## config.mk

```make
export PLATFORM = sky130hd
export DESIGN_NAME = fetch_unit_flat
export DESIGN_NICKNAME = d
export VERILOG_FILES = /design/src/rtl/fetch_unit_if.sv /design/src/rtl/fetch_unit.sv /design/src/flat_wrapper.sv
export SDC_FILE = /design/constraint.sdc
export NUM_CORES = 1
export LEC_CHECK = 0
export CORE_ASPECT_RATIO = 0.6
export CORE_MARGIN = 2
export CORE_UTILIZATION = 45
export CTS_BUF_LIST = sky130_fd_sc_hd__clkbuf_2 sky130_fd_sc_hd__clkbuf_4 sky130_fd_sc_hd__clkbuf_8
export DETAILED_ROUTE_END_ITERATION = 10
export GPL_TIMING_DRIVEN = 0
export PLACE_DENSITY_LB_ADDON = 0.25
export SKIP_LAST_GASP = 1
export SLEW_MARGIN = 25
export SYNTH_ARGS = -nofsm -noshare
export SYNTH_HDL_FRONTEND = slang
export SYNTH_SLANG_ARGS = --single-unit
```

## constraint.sdc

```tcl
create_clock -name clk -period 16 [get_ports clk]
set_input_delay 1.6 -clock clk [delete_from_list [all_inputs] [get_ports clk]]
set_output_delay 1.6 -clock clk [all_outputs]
set_load 0.02 [all_outputs]
```

## src/rtl/fetch_unit_if.sv

```systemverilog
// Instruction-memory request/response channel; fetch_unit is the master, the memory is the slave.
interface fetch_unit_if #(
   parameter int word_width = 32
);
   logic                  imem_req_valid;
   logic                  imem_req_ready;
   logic [word_width-1:0] imem_req_addr;
   logic                  imem_resp_valid;
   logic [word_width-1:0] imem_resp_data;

   modport master (
      output imem_req_valid, imem_req_addr,
      input  imem_req_ready, imem_resp_valid, imem_resp_data
   );

   modport slave (
      input  imem_req_valid, imem_req_addr,
      output imem_req_ready, imem_resp_valid, imem_resp_data
   );
endinterface

```

## src/rtl/fetch_unit.sv

```systemverilog
// IF stage: owns the fetch PC, issues credit-limited in-order imem requests and buffers words with their PC.
// Optional FETCH_MISALIGN_CHECK_EN: a misaligned redirect target halts fetch behind one flagged pseudo-entry.
module fetch_unit #(
   parameter int                    word_width = 32,
   parameter logic [word_width-1:0] reset_pc   = '0,
   parameter int                    depth      = 2
) (
   input  logic                  clk,
   input  logic                  reset,
   input  logic                  decode_ready,
   input  logic                  redirect_valid,
   input  logic [word_width-1:0] redirect_pc,
   fetch_unit_if.master          imem,
   output logic                  fetch_valid,
   output logic [word_width-1:0] instrF,
   output logic [word_width-1:0] PCF,
   output logic [word_width-1:0] PCPlus4F
`ifdef FETCH_MISALIGN_CHECK_EN
   ,
   output logic                  fetch_misaligned
`endif
);
   localparam int ptr_w = $clog2(depth);
   localparam int cnt_w = $clog2(depth + 1);
   localparam int sum_w = cnt_w + 1;

   logic [word_width-1:0] fetch_pc;
   logic [word_width-1:0] iq_pc     [depth];
   logic [word_width-1:0] buf_instr [depth];
   logic [word_width-1:0] buf_pc    [depth];
   logic [ptr_w-1:0]      iq_wr, iq_rd, buf_wr, buf_rd;
   logic [cnt_w-1:0]      outstanding, occupancy, drop_count, outstanding_left;
   logic [sum_w-1:0]      credit_used;
   logic                  halted, issue, resp_take, resp_drop, buf_pop, buf_empty;

   // outstanding counts every request the memory still owes, stale ones included,
   // so the credit also bounds what the memory itself has in flight.
   assign buf_empty        = (occupancy == '0);
   assign credit_used      = sum_w'(outstanding) + sum_w'(occupancy);
   assign outstanding_left = outstanding - cnt_w'(imem.imem_resp_valid);

   assign imem.imem_req_addr  = fetch_pc;
   assign imem.imem_req_valid = ~reset & ~redirect_valid & ~halted & (credit_used < sum_w'(depth));

   assign issue     = imem.imem_req_valid & imem.imem_req_ready;
   assign resp_drop = imem.imem_resp_valid & (drop_count != '0);
   assign resp_take = imem.imem_resp_valid & (drop_count == '0) & ~redirect_valid;
   assign buf_pop   = ~buf_empty & decode_ready & ~redirect_valid;

   // NOTE: state uses <= so every register samples pre-edge values regardless of statement order.
   always_ff @(posedge clk or posedge reset) begin
      if (reset) begin
         fetch_pc    <= reset_pc;
         iq_wr       <= '0;
         iq_rd       <= '0;
         buf_wr      <= '0;
         buf_rd      <= '0;
         outstanding <= '0;
         occupancy   <= '0;
         drop_count  <= '0;
      end else if (redirect_valid) begin
         // Everything still owed by the memory is stale; a response arriving now is discarded too.
         fetch_pc    <= redirect_pc;
         iq_rd       <= iq_wr;
         buf_rd      <= buf_wr;
         occupancy   <= '0;
         outstanding <= outstanding_left;
         drop_count  <= outstanding_left;
      end else begin
         if (issue) begin
            fetch_pc <= fetch_pc + word_width'(4);
            iq_wr    <= iq_wr + ptr_w'(1);
         end
         if (resp_take) begin
            iq_rd  <= iq_rd + ptr_w'(1);
            buf_wr <= buf_wr + ptr_w'(1);
         end
         if (buf_pop) begin
            buf_rd <= buf_rd + ptr_w'(1);
         end
         if (resp_drop) begin
            drop_count <= drop_count - cnt_w'(1);
         end
         outstanding <= outstanding + cnt_w'(issue) - cnt_w'(imem.imem_resp_valid);
         occupancy   <= occupancy + cnt_w'(resp_take) - cnt_w'(buf_pop);
      end
   end

   // NOTE: storage arrays carry no reset; pointers and counts define validity and outputs are gated by fetch_valid.
   always_ff @(posedge clk) begin
      if (issue) begin
         iq_pc[iq_wr] <= imem.imem_req_addr;
      end
      if (resp_take) begin
         buf_instr[buf_wr] <= imem.imem_resp_data;
         buf_pc[buf_wr]    <= iq_pc[iq_rd];
      end
   end

`ifdef FETCH_MISALIGN_CHECK_EN
   // While halted no request issues, so fetch_pc keeps holding the misaligned target.
   always_ff @(posedge clk or posedge reset) begin
      if (reset) begin
         halted <= 1'b0;
      end else if (redirect_valid) begin
         halted <= (redirect_pc[1:0] != 2'b00);
      end
   end

   assign fetch_misaligned = halted;
`else
   assign halted = 1'b0;
`endif

   // NOTE: every signal written here gets a default first, so no path through the block can infer a latch.
   always_comb begin
      fetch_valid = 1'b0;
      instrF      = '0;
      PCF         = '0;
      if (halted) begin
         fetch_valid = 1'b1;
         PCF         = fetch_pc;
      end else if (!buf_empty) begin
         fetch_valid = 1'b1;
         instrF      = buf_instr[buf_rd];
         PCF         = buf_pc[buf_rd];
      end
   end

   assign PCPlus4F = fetch_valid ? PCF + word_width'(4) : '0;
endmodule

```

## src/flat_wrapper.sv

```systemverilog
// flat-port wrapper written by rule: the top's interface ports become plain ports
module fetch_unit_flat 
#(
   parameter int                    word_width = 32,
   parameter logic [word_width-1:0] reset_pc   = '0,
   parameter int                    depth      = 2
)
  (clk, reset, decode_ready, redirect_valid, redirect_pc, fetch_valid, instrF, PCF, PCPlus4F, imem_imem_req_valid, imem_imem_req_addr, imem_imem_req_ready, imem_imem_resp_valid, imem_imem_resp_data);
  fetch_unit_if #(.word_width(word_width)) imem_i ();
  input  logic clk;
  input  logic reset;
  input  logic decode_ready;
  input  logic redirect_valid;
  input  logic [word_width-1:0] redirect_pc;
  output logic fetch_valid;
  output logic [word_width-1:0] instrF;
  output logic [word_width-1:0] PCF;
  output logic [word_width-1:0] PCPlus4F;
  output wire logic [$bits(imem_i.imem_req_valid)-1:0] imem_imem_req_valid;
  output wire logic [$bits(imem_i.imem_req_addr)-1:0] imem_imem_req_addr;
  input wire logic [$bits(imem_i.imem_req_ready)-1:0] imem_imem_req_ready;
  input wire logic [$bits(imem_i.imem_resp_valid)-1:0] imem_imem_resp_valid;
  input wire logic [$bits(imem_i.imem_resp_data)-1:0] imem_imem_resp_data;
  assign imem_imem_req_valid = imem_i.imem_req_valid;
  assign imem_imem_req_addr = imem_i.imem_req_addr;
  assign imem_i.imem_req_ready = imem_imem_req_ready;
  assign imem_i.imem_resp_valid = imem_imem_resp_valid;
  assign imem_i.imem_resp_data = imem_imem_resp_data;
  fetch_unit #(.word_width(word_width), .reset_pc(reset_pc), .depth(depth)) u_core (.clk(clk), .reset(reset), .decode_ready(decode_ready), .redirect_valid(redirect_valid), .redirect_pc(redirect_pc), .imem(imem_i), .fetch_valid(fetch_valid), .instrF(instrF), .PCF(PCF), .PCPlus4F(PCPlus4F));
endmodule
```

==> results.sh, run 1 <==
export IMPL_grt_total_usage=0.216
export IMPL_drc=0
export IMPL_grt_pass1_wl_um=40000
export IMPL_startpoint_type="flip-flop"
export IMPL_cp_required_ns=14.40
export IMPL_wire_per_inst_um=19.8
export IMPL_fin_nets=1084
export IMPL_synth_avg_cell_area_um2=13.8
export IMPL_hold_violations=0
export IMPL_cp_cell_sequence="nor2_2, buf_2, buf_2, buf_2, buf_2, nor2_1, ha_1, o21ai_0, a211oi_2, nand4_4, nor3_2, xor2_1, clkdlybuf4s50_1"
export IMPL_start_util=0.455
export IMPL_hold_class="flip-flop to flip-flop"
export IMPL_power_density_mw_per_mm2=145
export IMPL_num_vias=7131
export IMPL_critPathKind="flip-flop to primary output"
export IMPL_worstSetupEndpointType="primary output"
export IMPL_yosysUniqueCellTypes=58
export IMPL_drtPass1Iterations=5
export IMPL_first_iter_violations=589
export IMPL_gp_congestion=0.857
export IMPL_wl_um=26600
export IMPL_worst_pin_slew_ns=0.713
export IMPL_antenna_found_initial=0
export IMPL_cpMaxStageDelayCell="clkdlybuf4s50_1"
export IMPL_post_cts_resized=0
export IMPL_syn_nets=833
export IMPL_die_x_um=201
export IMPL_clk_pin_slew_ns=0.06
export IMPL_cp_max_fo=10
export IMPL_yosys_warnings=0
export IMPL_htree_levels=2
export IMPL_slew_violations=0
export IMPL_die_area_mm2=0.0245
export IMPL_synth_top_family_by_area="simple AND/OR/NAND/NOR gates"
export IMPL_post_cts_buffers=0
export IMPL_grt_pass1_vias=6809
export IMPL_synth_cell_area_mm2=0.0104
export IMPL_row_count=43
export IMPL_sequentialPowerShare=0.401
export IMPL_fin_cells=1343
export IMPL_grt_setup_unrepaired="no"
export IMPL_path_common_cell="buf_2"
export IMPL_clkLatencyLatePin_ns=0.53
export IMPL_cts_buffers=37
export IMPL_switching_power_w=0.000678
export IMPL_power_clock_fraction=0.234
export IMPL_yosysSeqAreaShare=0.652
export IMPL_io_buffers=199
export IMPL_fp_dieH_um=122
export IMPL_min_period_over_period=0.386
export IMPL_detail_route_vias_per_cell=5.31
export IMPL_clock_skew_ns=0.0398
export IMPL_path_delay_family="buffers and inverters"
export IMPL_synthXorXnorAreaFrac=0.0285
export IMPL_drive_above_1_share=0.160
export IMPL_setup_ws_ns=9.83
export IMPL_cts_tree="yes"
export IMPL_dpl_hpwl_um=19400
export IMPL_fin_setup_tns_ns=0
export IMPL_path_buf_inv=5
export IMPL_area_delta_synth_final_pct=31.0
export IMPL_swShare=0.343
export IMPL_hold_buffers=0
export IMPL_cap_violations=0
export IMPL_grt_max_degree=45
export IMPL_antenna_cells=0
export IMPL_grt_ovfl_total=0
export IMPL_synth_edf_count=192
export IMPL_ys_ff_latch=234
export IMPL_p_int_w=0.00130
export IMPL_fmax_mhz=162
export IMPL_dp_cells=1282
export IMPL_clock_sinks=234
export IMPL_synth_ff_type="edfxtp_1"
export IMPL_ir_worst_vdd_mv=0.0540
export IMPL_cts_root_buffer="clkbuf_8"
export IMPL_io_pins=200
export IMPL_synthMuxAreaShare=0.100
export IMPL_synth_compound_area_frac=0.0595
export IMPL_max_slew_margin=0.524
export IMPL_fin_crit_ns=6.17
export IMPL_coreArea_mm2=0.0230
export IMPL_ys_async_sr_fraction=0.179
export IMPL_power_leakage_nw=4.89
export IMPL_p_comb_frac=0.364
export IMPL_outcome="complete, no violations"
export IMPL_clock_path_buffers=3
export IMPL_slowest_delay_ns=0.61
export IMPL_cp_arrival_ns=4.57
export IMPL_pre_cts_ws_ns=10.38
export IMPL_synth_cells=755
export IMPL_synthAdderAreaFrac=0.0103
export IMPL_ant_nets=0
export IMPL_yosys_area_share_simple=0.125
export IMPL_finalSetupViolCount=0
[cell families after synthesis]
group,Yosys count
simple gates,242
flops,234
mux,100
compound gates,85
buf+inv,52
xor+xnor,34
fa+ha+maj,8
[cell type report]
type / count / area [µm²]
inverters: 14 / 52.6
clock inverters: 12 / 60.1
plain buffers: 38 / 204
flip-flops and latches: 234 / 6820
well taps: 315 / 394
clock buffers: 49 / 599
multi-input cells: 469 / 3390
repair buffers: 212 / 2170
fillers: 1841 / 9290
[power groups by stage]
stage / Combinational (W) / Sequential [W] / Clock, W
after CTS: 0.000728 / 0.000793 / 0.000474
final: 0.000721 / 0.000794 / 0.000463
after detailed placement: 0.000725 / 0.000805 / 0
after global routing: 0.000772 / 0.000800 / 0.000501
after global placement: 0.000706 / 0.000807 / 0
after floorplan: 0.000420 / 0.000803 / 0
[cell usage in the layout (no fill, tap or decap), types with 3 or more instances in the layout]
| cell type | instances |
|---|---|
| buf_4 | 11 |
| buf_6 | 4 |
| nor4_2 | 7 |
| o211ai_1 | 8 |
| a31oi_1 | 4 |
| a211oi_2 | 4 |
| o21ai_0 | 29 |
| and2_1 | 4 |
| a22oi_1 | 5 |
| o311ai_0 | 14 |
| dfrtp_1 | 42 |
| clkbuf_8 | 37 |
| clkinv_1 | 4 |
| nand3b_1 | 7 |
| mux2i_1 | 64 |
| nor2_1 | 80 |
| buf_2 | 16 |
| nand3_2 | 3 |
| buf_16 | 3 |
| clkinv_2 | 6 |
| and3_1 | 8 |
| or4_1 | 3 |
| clkbuf_4 | 12 |
| nor3_1 | 6 |
| nand2_1 | 51 |
| mux2_2 | 35 |
| nand2b_1 | 3 |
| inv_1 | 12 |
| nor2b_1 | 10 |
| ha_1 | 7 |
| nand3_1 | 25 |
| a21oi_1 | 7 |
| nor3_2 | 5 |
| nand4_1 | 10 |
| a32oi_1 | 3 |
| edfxtp_1 | 192 |
| xnor2_1 | 13 |
| xor2_1 | 21 |
| clkbuf_1 | 14 |
| clkdlybuf4s50_1 | 199 |
[flip-flops by register name, summed over array words and instances, names as in the netlist]
signal                     count
u_core.iq_wr                   1
u_core.imem.imem_req_addr     32
u_core.buf_pc                 64
u_core.drop_count              2
u_core.occupancy               2
u_core.buf_rd                  1
u_core.iq_rd                   1
u_core.buf_instr              64
u_core.outstanding             2
u_core.buf_wr                  1
u_core.iq_pc                  64
[final timing paths]
path | from | slack (ns) | endpoint | cells after the start
setup / recovery | u_core.occupancy[1] | 9.83 | PCPlus4F[22] | 13
hold / removal | u_core.imem.imem_req_addr[1] | 0.51 | u_core.iq_pc[1][1] | 0
setup reg to reg | u_core.occupancy[0] | 12.28 | u_core.iq_pc[0][28] | 9
hold reg to reg | u_core.imem.imem_req_addr[1] | 0.51 | u_core.iq_pc[1][1] | 0
max in group asynchronous | reset | 13.99 | u_core.outstanding[1] | 3
min in group asynchronous | reset | 1.48 | u_core.drop_count[1] | 2
[cell usage after synthesis (3+ instances only)]
cell	n	area, µm²
edfxtp_1	192	5770
nor2_1	81	304
mux2i_1	64	641
nand2_1	51	191
dfrtp_1	42	1050
mux2_2	35	394
o21ai_0	29	145
nand3_1	25	125
xor2_1	21	184
buf_2	16	80.1
clkbuf_1	14	52.6
o311ai_0	14	123
inv_1	13	48.8
xnor2_1	13	114
nand4_1	10	62.6
nor2b_1	10	62.6
and3_1	9	56.3
o211ai_1	8	60.1
a21oi_1	7	35.0
ha_1	7	87.6
nand3b_1	7	52.6
nor3_1	7	35.0
nor4_2	7	87.6
a22oi_1	5	37.5
and2_1	5	31.3
a211oi_2	4	50.1
a31oi_1	4	25.0
buf_4	4	30.0
nor3_2	4	40.0
a32oi_1	3	26.3
nand2b_1	3	18.8
nand3_2	3	30.0
or4_1	3	22.5
[per-layer routing]
metal | up-vias | routed length, µm | global-route usage
li1 | 3340 | - | -
met1 | 3472 | 13000 | 0.336
met2 | 285 | 11300 | 0.304
met3 | 34 | 1940 | 0.0468
met4 | 0 | 374 | 0.0560
met5 | - | 0 | 0
[metrics by stage]
step | cell area (µm²) | power (W) | util | hold WS (ns)
finish | 13700 | 0.00198 | 0.596 | 0.511
global route | 13700 | 0.00207 | 0.596 | 0.528
global placement | 12800 | 0.00151 | 0.559 | 0.489
floorplan | 10400 | 0.00122 | - | 0.476
detailed placement | 13000 | 0.00153 | 0.567 | 0.495
CTS | 13700 | 0.00199 | 0.596 | 0.512
No activity file was read; power rests on OpenSTA's default activity.
==> run 2, diff against run 1 <==
==> constraint.sdc (replaced) <==
create_clock -name clk -period 6.1 [get_ports clk]
set_input_delay 0.61 -clock clk [delete_from_list [all_inputs] [get_ports clk]]
set_output_delay 0.61 -clock clk [all_outputs]
set_load 0.02 [all_outputs]
==> results of run 2 <==
The final DEF is identical to that of run 1. Status: complete, no violations.
Among the figures that moved: setup slack after placement 10.38 ns -> 1.47 ns; setup slack after layout 9.83 ns -> 0.917 ns; hold slack 0.511 ns -> 0.494 ns; register-to-register setup slack 12.28 ns -> 2.38 ns; total power 0.00198 W -> 0.00519 W; worst IR drop on VDD 0.0540 mV -> 0.142 mV
